**src/rtl/bus_master_arb_if.sv**
```systemverilog
// bus_master_arb_if: requester-side and bus-side signal bundle
// for the round-robin register-bus master.
interface bus_master_arb_if #(
  parameter int NREQ = 4
);
  logic [NREQ-1:0]      m_req;
  logic [NREQ-1:0]      m_we;
  logic [32*NREQ-1:0]   m_addr;
  logic [32*NREQ-1:0]   m_wdata;
  logic [NREQ-1:0]      m_done;
  logic                 m_err;
  logic [31:0]          m_rdata;
  logic [31:0]          bus_addr;
  logic [31:0]          bus_wr_data;
  logic                 bus_rd_req;
  logic                 bus_wr_req;
  logic [31:0]          bus_rd_data;
  logic                 bus_rd_ack;
  logic                 bus_wr_ack;

  modport master (
    input  m_req,
    input  m_we,
    input  m_addr,
    input  m_wdata,
    output m_done,
    output m_err,
    output m_rdata,
    output bus_addr,
    output bus_wr_data,
    output bus_rd_req,
    output bus_wr_req,
    input  bus_rd_data,
    input  bus_rd_ack,
    input  bus_wr_ack
  );

  modport slave (
    output m_req,
    output m_we,
    output m_addr,
    output m_wdata,
    input  m_done,
    input  m_err,
    input  m_rdata,
    input  bus_addr,
    input  bus_wr_data,
    input  bus_rd_req,
    input  bus_wr_req,
    output bus_rd_data,
    output bus_rd_ack,
    output bus_wr_ack
  );
endinterface

```
**src/rtl/bus_master_arb.sv**
```systemverilog
// bus_master_arb: round-robin arbiter and single-transaction
// sequencer for the shared register bus, with ack timeout.
module bus_master_arb #(
  parameter int NREQ    = 4,
  parameter int TIMEOUT = 16
) (
  input logic             bus_clk,
  input logic             bus_reset,
  bus_master_arb_if.master bus
);

  localparam int IW = (NREQ > 1) ? $clog2(NREQ) : 1;

  typedef enum logic [1:0] {
    S_IDLE,
    S_ISSUE,
    S_WAIT,
    S_DONE
  } state_e;

  state_e          state_q, state_d;
  logic [IW-1:0]   gnt_q, gnt_d;
  logic [IW-1:0]   ptr_q, ptr_d;
  logic            we_q, we_d;
  logic [7:0]      cnt_q, cnt_d;
  logic [NREQ-1:0] done_q, done_d;
  logic            err_q, err_d;
  logic [31:0]     rdata_q, rdata_d;
  logic [31:0]     addr_q, addr_d;
  logic [31:0]     wdata_q, wdata_d;
  logic            rd_req_q, rd_req_d;
  logic            wr_req_q, wr_req_d;

  logic [IW-1:0]   pick;
  logic            found;
  logic            ack_ok;

  // Round-robin search: first requester above the last grant, wrapping.
  always_comb begin
    pick  = ptr_q;
    found = 1'b0;
    for (int k = 1; k <= NREQ; k++) begin
      if (!found && bus.m_req[IW'((int'(ptr_q) + k) % NREQ)]) begin
        found = 1'b1;
        pick  = IW'((int'(ptr_q) + k) % NREQ);
      end
    end
  end

  // Only the ack matching the latched direction completes a transaction.
  always_comb begin
    ack_ok = we_q ? bus.bus_wr_ack : bus.bus_rd_ack;
  end

  // Sequencer next-state and registered-output values.
  always_comb begin
    state_d  = state_q;
    gnt_d    = gnt_q;
    ptr_d    = ptr_q;
    we_d     = we_q;
    cnt_d    = cnt_q;
    done_d   = '0;
    err_d    = err_q;
    rdata_d  = rdata_q;
    addr_d   = addr_q;
    wdata_d  = wdata_q;
    rd_req_d = 1'b0;
    wr_req_d = 1'b0;
    unique case (state_q)
      S_IDLE: begin
        if (found) begin
          gnt_d    = pick;
          ptr_d    = pick;
          we_d     = bus.m_we[pick];
          addr_d   = bus.m_addr[int'(pick)*32 +: 32];
          wdata_d  = bus.m_wdata[int'(pick)*32 +: 32];
          rd_req_d = ~bus.m_we[pick];
          wr_req_d = bus.m_we[pick];
          state_d  = S_ISSUE;
        end
      end
      S_ISSUE: begin
        cnt_d = '0;
        if (ack_ok) begin
          rdata_d       = we_q ? 32'h0 : bus.bus_rd_data;
          err_d         = 1'b0;
          done_d[gnt_q] = 1'b1;
          state_d       = S_DONE;
        end else begin
          state_d = S_WAIT;
        end
      end
      S_WAIT: begin
        if (ack_ok) begin
          rdata_d       = we_q ? 32'h0 : bus.bus_rd_data;
          err_d         = 1'b0;
          done_d[gnt_q] = 1'b1;
          state_d       = S_DONE;
        end else if (cnt_q == 8'(TIMEOUT - 1)) begin
          rdata_d       = 32'h0;
          err_d         = 1'b1;
          done_d[gnt_q] = 1'b1;
          state_d       = S_DONE;
        end else begin
          cnt_d = cnt_q + 8'd1;
        end
      end
      S_DONE: begin
        state_d = S_IDLE;
      end
      default: begin
        state_d = S_IDLE;
      end
    endcase
  end

  // State and output registers; pointer resets so requester 0 wins first.
  always_ff @(posedge bus_clk or posedge bus_reset) begin
    if (bus_reset) begin
      state_q  <= S_IDLE;
      gnt_q    <= '0;
      ptr_q    <= IW'(NREQ - 1);
      we_q     <= 1'b0;
      cnt_q    <= '0;
      done_q   <= '0;
      err_q    <= 1'b0;
      rdata_q  <= '0;
      addr_q   <= '0;
      wdata_q  <= '0;
      rd_req_q <= 1'b0;
      wr_req_q <= 1'b0;
    end else begin
      state_q  <= state_d;
      gnt_q    <= gnt_d;
      ptr_q    <= ptr_d;
      we_q     <= we_d;
      cnt_q    <= cnt_d;
      done_q   <= done_d;
      err_q    <= err_d;
      rdata_q  <= rdata_d;
      addr_q   <= addr_d;
      wdata_q  <= wdata_d;
      rd_req_q <= rd_req_d;
      wr_req_q <= wr_req_d;
    end
  end

  assign bus.m_done      = done_q;
  assign bus.m_err       = err_q;
  assign bus.m_rdata     = rdata_q;
  assign bus.bus_addr    = addr_q;
  assign bus.bus_wr_data = wdata_q;
  assign bus.bus_rd_req  = rd_req_q;
  assign bus.bus_wr_req  = wr_req_q;

endmodule

```
**src/flat_wrapper.sv**
```systemverilog
// flat-port wrapper written by rule: the top's interface ports become plain ports
module bus_master_arb_flat 
#(
  parameter int NREQ    = 4,
  parameter int TIMEOUT = 16
)
  (bus_clk, bus_reset, bus_m_req, bus_m_we, bus_m_addr, bus_m_wdata, bus_m_done, bus_m_err, bus_m_rdata, bus_bus_addr, bus_bus_wr_data, bus_bus_rd_req, bus_bus_wr_req, bus_bus_rd_data, bus_bus_rd_ack, bus_bus_wr_ack);
  bus_master_arb_if #(.NREQ(NREQ)) bus_i ();
  input logic bus_clk;
  input logic bus_reset;
  input wire logic [$bits(bus_i.m_req)-1:0] bus_m_req;
  input wire logic [$bits(bus_i.m_we)-1:0] bus_m_we;
  input wire logic [$bits(bus_i.m_addr)-1:0] bus_m_addr;
  input wire logic [$bits(bus_i.m_wdata)-1:0] bus_m_wdata;
  output wire logic [$bits(bus_i.m_done)-1:0] bus_m_done;
  output wire logic [$bits(bus_i.m_err)-1:0] bus_m_err;
  output wire logic [$bits(bus_i.m_rdata)-1:0] bus_m_rdata;
  output wire logic [$bits(bus_i.bus_addr)-1:0] bus_bus_addr;
  output wire logic [$bits(bus_i.bus_wr_data)-1:0] bus_bus_wr_data;
  output wire logic [$bits(bus_i.bus_rd_req)-1:0] bus_bus_rd_req;
  output wire logic [$bits(bus_i.bus_wr_req)-1:0] bus_bus_wr_req;
  input wire logic [$bits(bus_i.bus_rd_data)-1:0] bus_bus_rd_data;
  input wire logic [$bits(bus_i.bus_rd_ack)-1:0] bus_bus_rd_ack;
  input wire logic [$bits(bus_i.bus_wr_ack)-1:0] bus_bus_wr_ack;
  assign bus_i.m_req = bus_m_req;
  assign bus_i.m_we = bus_m_we;
  assign bus_i.m_addr = bus_m_addr;
  assign bus_i.m_wdata = bus_m_wdata;
  assign bus_m_done = bus_i.m_done;
  assign bus_m_err = bus_i.m_err;
  assign bus_m_rdata = bus_i.m_rdata;
  assign bus_bus_addr = bus_i.bus_addr;
  assign bus_bus_wr_data = bus_i.bus_wr_data;
  assign bus_bus_rd_req = bus_i.bus_rd_req;
  assign bus_bus_wr_req = bus_i.bus_wr_req;
  assign bus_i.bus_rd_data = bus_bus_rd_data;
  assign bus_i.bus_rd_ack = bus_bus_rd_ack;
  assign bus_i.bus_wr_ack = bus_bus_wr_ack;
  bus_master_arb #(.NREQ(NREQ), .TIMEOUT(TIMEOUT)) u_core (.bus_clk(bus_clk), .bus_reset(bus_reset), .bus(bus_i));
endmodule
```
**config.mk**
```make
export PLATFORM = sky130hd
export DESIGN_NAME = bus_master_arb_flat
export DESIGN_NICKNAME = d
export VERILOG_FILES = /design/src/rtl/bus_master_arb_if.sv /design/src/rtl/bus_master_arb.sv /design/src/flat_wrapper.sv
export SDC_FILE = /design/constraint.sdc
export NUM_CORES = 1
export LEC_CHECK = 0
export CAP_MARGIN = 20
export CORE_AREA = 2 2 156 158
export DETAILED_ROUTE_END_ITERATION = 8
export DIE_AREA = 0 0 158 160
export PLACE_DENSITY = 0.74
export SLEW_MARGIN = 20
export SYNTH_ARGS = -nofsm -noshare
export SYNTH_HDL_FRONTEND = slang
export SYNTH_SLANG_ARGS = --single-unit
```
**constraint.sdc**
```tcl
create_clock -name bus_clk -period 12.2 [get_ports bus_clk]
set_input_delay 2.44 -clock bus_clk [delete_from_list [all_inputs] [get_ports bus_clk]]
set_output_delay 2.44 -clock bus_clk [all_outputs]
set_load 0.02 [all_outputs]
```
==> results by group <==
Status
  • Status: finished, final reports clean

GRT
  • Grt met3 use: 6.57%
  • Most used routing layer: met2
  • First-pass GRT wire length: 36.9 mm
  • Routing usage on met1: 22.2%
  • Met2 usage: 32.0%
  • Vias in the first global route: 6724
  • Initial antenna violation count: 3
  • GRT overflow: 0
  • Total GRT Usage: 19.0%
  • Largest net degree at the start of global routing: 69

Floorplanning
  • Die width: 158 um
  • Die Ht: 160 um
  • Area of the core: 23800 um2
  • Initial core utilization: 28.0%
  • Row cnt: 57
  • Total die area: 25300 um2
  • Io pins: 403

Drt
  • Antenna-violating nets left: 0
  • Routed WL: 24.4 mm
  • DR vias: 6361
  • Avg WL per Cell: 18.2 um
  • DR iter-0 viols: 322
  • Avg Vias per Cell: 4.73
  • # DRC: 0
  • DR pass1 iterations: 4

Worst setup path
  • Critical Path RT: 12.45 ns
  • Worst Setup EP: u_core.bus.bus_wr_data[29]
  • Flop2flop setup slack: 9.10 ns
  • Critical path launch point type: primary input
  • Critical Path Source: bus_m_req[2]
  • Critical Path Fanout Max: 57
  • R2R Path End: u_core.bus.bus_wr_data[29]
  • Worst reg2reg path startpoint: u_core.ptr_q[1]
  • Worst setup path category: primary input to register
  • Crit end category: register
  • Arrival time worst endpoint: 5.32 ns
  • FF-to-FF path depth: 7

Run
  • MaxCap Viol Count: 0

STA
  • Fmax: 0.197 GHz
  • Final Hold Viols: 0
  • Final count of pins violating max slew: 0
  • # setup viols final: 0
  • Setup_tns: 0 ns
  • Least-Margin Pin Slew: 0.968 ns
  • RSZ-0062 raised after global routing: no
  • Final Critical Period: 5.07 ns
  • Slew margin rel.: 35.4%
  • Crit share post-route: 41.6%
  • Clock Skew: 0.00733 ns

Pwr
  • Peak VDD IR: 0.000134 V
  • Internal power: 1550 uW
  • Switching pwr: 1120 uW
  • P_leak: 0.00512 uW
  • Sw Share: 41.9%
  • P per Cell Area: 236 nW/um2
  • Sequential Power Share: 25.3%
  • Logic pwr share: 57.2%
  • Clock power frac: 17.5%

Synth
  • Synth warn: 0
  • Syn Inst Count: 620
  • Top_reg_cell synth: dfrtp_1
  • Post-synth EDFFs: 0
  • Syn Area/Cell: 10.7 um2
  • Top post-synthesis cells by area: dfrtp_1 44%, mux2i_1 25%, o221ai_1 8.7%
  • Netlist Area Pre-Place: 6660 um2
  • Post-synth cell types: 48
  • Share of the synthesized area in the top cell type: 43.6%
  • Most frequent cells after synthesis: 164 x mux2i_1, 116 x dfrtp_1, 107 x nand2_1, 66 x o221ai_1, 41 x inv_1
  • Synth Net Count: 924
  • Yosys reg bits: 118
  • Sequential share of the synthesized area: 44.4%
  • Top-count cell post-synth: mux2i_1
  • Cell taking the most area after synthesis: dfrtp_1
  • Ys async rst share: 100%

Clocking
  • Gates resized, CTS repair: 0
  • CTS tree: yes
  • CTS buffer count: 17
  • Worst-path clk slew: 0.06 ns
  • CTS Root Cell: clkbuf_16
  • Clk_lat worst skew: 0.42 ns
  • Setup bufs post-CTS: 0
  • Clk sink count: 118
  • H-tree depth: 4
  • CTS Buffer Depth: 2
  • Post-CTS Hold Buffers: 0

Placed design
  • DP HPWL: 18.1 mm
  • Routability cong.: 0.819
  • Placed instance area: 10800 um2
  • I/O Buffers: 402

Finish
  • Fraction of layout cells with a size suffix above 1: 5.89%
  • Area grow syn2layout: 70.4%
  • Final non-filler cell area: 11400 um2
  • Final Net Count: 1309

Hold path
  • Hold crit path type: register to register
==> worst min path at each step <==
stage / start / end / slack [ns] / cells past startpoint
after floorplan: u_core.gnt_q[1] / u_core.bus.m_done[1] / 0.43 / 1
after global placement: u_core.gnt_q[1] / u_core.bus.m_done[1] / 0.45 / 1
after detailed placement: u_core.gnt_q[1] / u_core.bus.m_done[1] / 0.46 / 1
after CTS: u_core.gnt_q[1] / u_core.bus.m_done[1] / 0.48 / 1
after global routing: u_core.gnt_q[0] / u_core.bus.m_done[2] / 0.50 / 1
final: u_core.gnt_q[1] / u_core.bus.m_done[1] / 0.48 / 1
==> power groups by stage <==
stage | sequential (uW) | clock, uW | combinational [uW]
after floorplan | 855 | 0 | 823
after global placement | 677 | 0 | 1520
after detailed placement | 679 | 0 | 1550
after CTS | 677 | 481 | 1550
after global routing | 699 | 499 | 1650
final | 677 | 469 | 1530
==> registers in the layout, indices dropped and copies added, names as in the netlist <==
signal	flops
u_core.cnt_q	8
u_core.bus.m_rdata	32
u_core.gnt_q	2
u_core.bus.m_done	4
u_core.bus.bus_addr	32
u_core.we_q	1
u_core.bus.bus_rd_req	1
u_core.bus.bus_wr_data	32
u_core.bus.bus_wr_req	1
u_core.state_q	2
u_core.ptr_q	2
u_core.bus.m_err	1
==> per-stage QoR <==
| step | utilization (%) | power (uW) | hold WS [ns] | cells | setup slack, ns |
|---|---|---|---|---|---|
| finish | 47.7 | 2670 | 0.476 | 1344 | 7.13 |
| global route | 47.7 | 2850 | 0.499 | 1343 | 6.96 |
| CTS | 47.7 | 2710 | 0.478 | 1342 | 7.12 |
| detailed placement | 45.4 | 2230 | 0.463 | 1310 | 6.67 |
| global placement | 45.4 | 2200 | 0.446 | 1310 | 6.81 |
| floorplan | - | 1680 | 0.433 | 620 | 6.63 |
==> critical path, cell delays in order <==
cell,delay (ns)
clkdlybuf4s50_1,0.49
or2_4,0.13
o21ai_2,0.06
a211oi_4,0.23
buf_4,0.58
buf_4,0.82
mux2i_1,0.31
o221ai_1,0.15
==> logic make-up after synthesis <==
kind of cell | Yosys count | synth area share (%)
AOI/OAI and AO/OA | 97 | 12.1
xor gates and xnor gates | 3 | 0.394
adders and majority gates | 4 | 0.751
buffers and inverters | 86 | 7.94
DFF | 118 | 44.4
muxes | 167 | 25.2
and+or+nand+nor | 145 | 9.31
==> cell type report <==
cell class	instances	area [um2]
flip-flops and latches	118	2960
fillers	2260	12500
clock buffers	18	439
inverters	41	156
multi-input cells	416	3200
repair buffers	411	4090
well taps	324	405
clock inverters	14	101
diodes	2	5.00
==> routing by layer <==
metal / vias up / wire [um]
met1: 3016 / 9500
li1: 3016 / -
met5: - / 13
met3: 40 / 2410
met4: 2 / 660
met2: 287 / 11800
==> placed cells by master (no fill, tap or decap), types with 5 or more instances in the layout <==
cell type / n
nand2_1: 107
clkinvlp_4: 5
nand3_1: 5
nor3_1: 5
o221ai_1: 66
clkbuf_16: 17
clkdlybuf4s50_1: 402
inv_1: 40
mux2i_1: 164
nor2_1: 9
buf_4: 9
dfrtp_1: 116
a21oi_1: 9
Note: power is estimated with default switching activity, not from simulation.
